$ cat src/rtl/dff_mux_nx1.sv
// dff_mux_nx1: registered N:1 channel mux with manual/round-robin select and valid/ready handshake.
// Define DFF_MUX_NX1_PARITY_EN to add the registered parity output f_par.
module dff_mux_nx1 #(
  parameter int WIDTH = 8,
  parameter int CHANNELS = 4,
  localparam int SEL_W = ($clog2(CHANNELS) < 1) ? 1 : $clog2(CHANNELS)
) (
  input  logic                      clk,
  input  logic                      rst_n,
  input  logic [CHANNELS*WIDTH-1:0] x,
  input  logic [SEL_W-1:0]          sel,
  input  logic                      auto,
  input  logic                      in_valid,
  output logic                      in_ready,
  output logic [WIDTH-1:0]          f,
  output logic [SEL_W-1:0]          f_sel,
  output logic                      sel_err,
`ifdef DFF_MUX_NX1_PARITY_EN
  output logic                      f_par,
`endif
  output logic                      out_valid,
  input  logic                      out_ready
);
  logic [SEL_W-1:0] rr_ptr;
  logic [SEL_W-1:0] ch;
  logic [SEL_W-1:0] rr_nxt;
  logic [WIDTH-1:0] d;
  logic             hit;
  logic             cap;
  assign in_ready = !out_valid || out_ready;
  assign cap      = in_valid && in_ready;
  assign ch       = auto ? rr_ptr : sel;
  assign rr_nxt   = (rr_ptr == SEL_W'(CHANNELS - 1)) ? '0 : rr_ptr + 1'b1;
  // an unmatched index is out of range, so d stays zero
  always_comb begin
    d   = '0;
    hit = 1'b0;
    for (int k = 0; k < CHANNELS; k++) begin
      if (ch == SEL_W'(k)) begin
        d   = x[k*WIDTH +: WIDTH];
        hit = 1'b1;
      end
    end
  end
  always_ff @(posedge clk or negedge rst_n) begin
    if (!rst_n) begin
      f         <= '0;
      f_sel     <= '0;
      sel_err   <= 1'b0;
      out_valid <= 1'b0;
      rr_ptr    <= '0;
    end else if (cap) begin
      f         <= d;
      f_sel     <= ch;
      sel_err   <= !hit;
      out_valid <= 1'b1;
      if (auto) rr_ptr <= rr_nxt;
    end else if (out_ready) begin
      out_valid <= 1'b0;
    end
  end
`ifdef DFF_MUX_NX1_PARITY_EN
  always_ff @(posedge clk or negedge rst_n) begin
    if (!rst_n) f_par <= 1'b0;
    else if (cap) f_par <= ^d;
  end
`endif
endmodule
$ cat config.mk
export PLATFORM = sky130hd
export DESIGN_NAME = dff_mux_nx1
export DESIGN_NICKNAME = d
export VERILOG_FILES = /design/src/rtl/dff_mux_nx1.sv
export SDC_FILE = /design/constraint.sdc
export NUM_CORES = 1
export LEC_CHECK = 0
export ABC_AREA = 1
export ABC_CLOCK_PERIOD_IN_PS = 3350
export CORE_MARGIN = 5
export CORE_UTILIZATION = 40
export CTS_CLUSTER_SIZE = 14
export DETAILED_ROUTE_END_ITERATION = 10
export PLACE_DENSITY_LB_ADDON = 0.15
export SLEW_MARGIN = 20
export SYNTH_ARGS = -nofsm -noshare
export SYNTH_HDL_FRONTEND = slang
export SYNTH_SLANG_ARGS = --single-unit
$ cat constraint.sdc
create_clock -name clk -period 3.35 [get_ports clk]
set_clock_uncertainty 0.2 [all_clocks]
set_input_delay 0.5025 -clock clk [delete_from_list [all_inputs] [get_ports clk]]
set_output_delay 0.5025 -clock clk [all_outputs]
set_load 0.05 [all_outputs]
==> results_dict.tcl <==
set metrics [dict create \
    stdcell_count 206 \
    slew_violations 0 \
    start_util_pct 41.1 \
    synth_top_area_cell "dfrtp_1" \
    cp_cell_sequence "clkdlybuf4s50_1, inv_1, nand2_1, clkdlybuf4s50_1" \
    grt_pass1_wl_mm 4.41 \
    ios 52 \
    cp_slowest_cell "clkdlybuf4s50_1" \
    totalWireLength_mm 2.68 \
    clkLatencyLatePin_ns 0.28 \
    fin_ws_ns 0.766 \
    coreArea_um2 2170 \
    synth_nets 168 \
    hold_slack_ns 0.282 \
    synthFlopType "dfrtp_1" \
    synth-seq-cells 14 \
    drt_pass1_iterations 5 \
    ant_nets 0 \
    clock_tree.buffer_depth 2 \
    hold_buffers 0 \
    dp.cells 203 \
    rows 17 \
    ir_drop_v 0.000400 \
    numCtsBuffers 3 \
    place_worst_setup_slack_ns 0.754 \
    synth_cell_types 18 \
    ys_seq_area_share_pct 39.3 \
    synthArstFlopShare_pct 100 \
    grt_max_degree 17 \
    place_area_um2 1410 \
    drive_above_1_share_pct 6.18 \
    port_buffers 51 \
    fin_nets 220 \
    power_density_nw_per_um2 561 \
    clock-sinks 14 \
    fmax_ghz 0.387 \
    antenna_found_initial 0 \
    finalCritPeriodShare_pct 77.1 \
    end_kind "output port" \
    synth_commonest_cells "46 x nand2_1, 16 x inv_1, 14 x dfrtp_1, 14 x nand3_1, 10 x o21ai_0" \
    maxSlewHeadroom_pct 56.7 \
    h-tree-depth 1 \
    fillers 212 \
    antenna-diode-count 0 \
    overflow 0 \
    cap_viol_max_count 0 \
    hp-class "reg -> reg" \
    crit_type "in -> out" \
    grt_pass1_vias 1008 \
    die_h_um 57.2 \
    drtIter0Drc 12 \
    synth.top_cell.area_share_pct 39.3 \
    synth-edff-count 0 \
    cp_top_family "buffers and inverters" \
    gp_congestion 0.805 \
    cts_root_buffer "clkbuf_4" \
    cp.buffers_inverters 3 \
    leakage_nw 0.706 \
    clkTransAtPathRegs_ns 0.09 \
    cts_tree "built" \
    vias 1004 \
    die_area_um2 3270 \
    crit_fanout 3 \
    synth_cells 128 \
    rsz0062_at_grt "no" \
    crit_path_frequent_cell "clkdlybuf4s50_1" \
    status "complete, no violations" \
    multi_input_area_um2 439 \
    die_w_um 57.2 \
    setup_tns_ns 0 \
    post-route-util_pct 65.8 \
    seq_area_um2 350 \
    yosysWarnings 0 \
    syn_to_final_growth_pct 60.3 \
    setup_viol 0 \
    viasPerCell 4.87 \
    design_area_um2 1430 \
    finalCriticalPeriod_ns 2.58 \
    synth_area_per_cell_um2 6.96 \
    worst_pin_slew_ns 0.647 \
    worstPathArrival_ns 1.88 \
    start_kind "primary input" \
    hpwl_mm 2.06 \
    hold_viol_final 0 \
    synthTopCellsByArea "dfrtp_1 39%, nand2_1 19%, nand3_1 7.9%, inv_1 6.7%, o21ai_0 5.6%" \
    postCtsSetupRepairBufs 0 \
    cts.repair.resized 0 \
    synthesis.area_um2 891 \
    wl_per_cell_um 13.0 \
    cpPeakStageDelay_ns 0.81 \
    finalPower_uw 801 \
    grt_use_total_pct 17.3 \
    drc 0 \
    critical_path_required_ns 2.65 \
    synth_most_common_cell "nand2_1" \
]
==> layout make-up <==
| class | instances | share of cell area [%] |
|---|---|---|
| Clock buffer | 3 | 1.58 |
| Tap cell | 28 | 2.45 |
| Timing Repair Buffer | 51 | 35.8 |
| Sequential cell | 14 | 24.5 |
| Inverter | 18 | 4.91 |
| Multi-Input combinational cell | 92 | 30.8 |
==> path summary, 6_finish.rpt <==
path / start / endpoint / slack, ns / cells past startpoint
max: out_ready / in_ready / 0.77 / 4
min: f[1] / f[1] / 0.28 / 2
min in group asynchronous: rst_n / out_valid / 0.41 / 1
max reg2reg: out_valid / f[3] / 1.55 / 7
min reg2reg: f[1] / f[1] / 0.28 / 2
max in group asynchronous: rst_n / f[6] / 2.13 / 1
==> per-layer routing <==
| layer | part of all wire, % | GRT usage, % |
|---|---|---|
| met2 | 51 | 29.5 |
| met1 | 38 | 20.1 |
| met4 | 3.7 | 10.3 |
| met3 | 7.0 | 2.94 |
| met5 | 0 | 0 |
==> cells by family after synthesis <==
family / after synthesis / synth area share (%)
AND/OR/NAND/NOR: 77 / 40.0
buffers and inverters: 22 / 11.4
AO/OA/AOI/OAI: 14 / 7.87
flip-flops: 14 / 39.3
adder cells (fa/ha/maj): 1 / 1.40
==> sequential cells by signal (all words and copies together) (netlist names) <==
name       cells
rr_ptr         2
sel_err        1
out_valid      1
f_sel          2
f              8
==> worst min-delay path, delay by kind of cell, from the launching register on <==
kind             cells  cell delay, ns
flip-flops           1            0.35
AND/OR/NAND/NOR      2            0.10
==> power breakdown <==
| part | switching [mW] | leakage (nW) | internal [mW] |
|---|---|---|---|
| registers | 0.0285 | 0.174 | 0.218 |
| clock network | 0.0579 | 0.0138 | 0.0417 |
| logic | 0.291 | 0.518 | 0.165 |
| total | 0.377 | 0.706 | 0.424 |
==> layout by cell type, fill, tap and decap left out <==
| cell type | synthesis | final |
|---|---|---|
| nor2_1 | 4 | 4 |
| nand2_1 | 46 | 46 |
| o21ai_1 | 4 | 4 |
| nand3_1 | 14 | 14 |
| nor2_2 | 1 | 1 |
| inv_4 | 1 | 1 |
| dfrtp_1 | 14 | 14 |
| clkbuf_4 | 0 | 3 |
| inv_2 | 1 | 1 |
| ha_1 | 1 | 1 |
| nand3b_1 | 2 | 2 |
| o21ai_0 | 10 | 10 |
| nand2_2 | 2 | 2 |
| nand4_1 | 5 | 5 |
| clkdlybuf4s50_1 | 0 | 51 |
| nand2_4 | 3 | 3 |
| inv_1 | 16 | 16 |
Power figures use the tool's default switching activity.
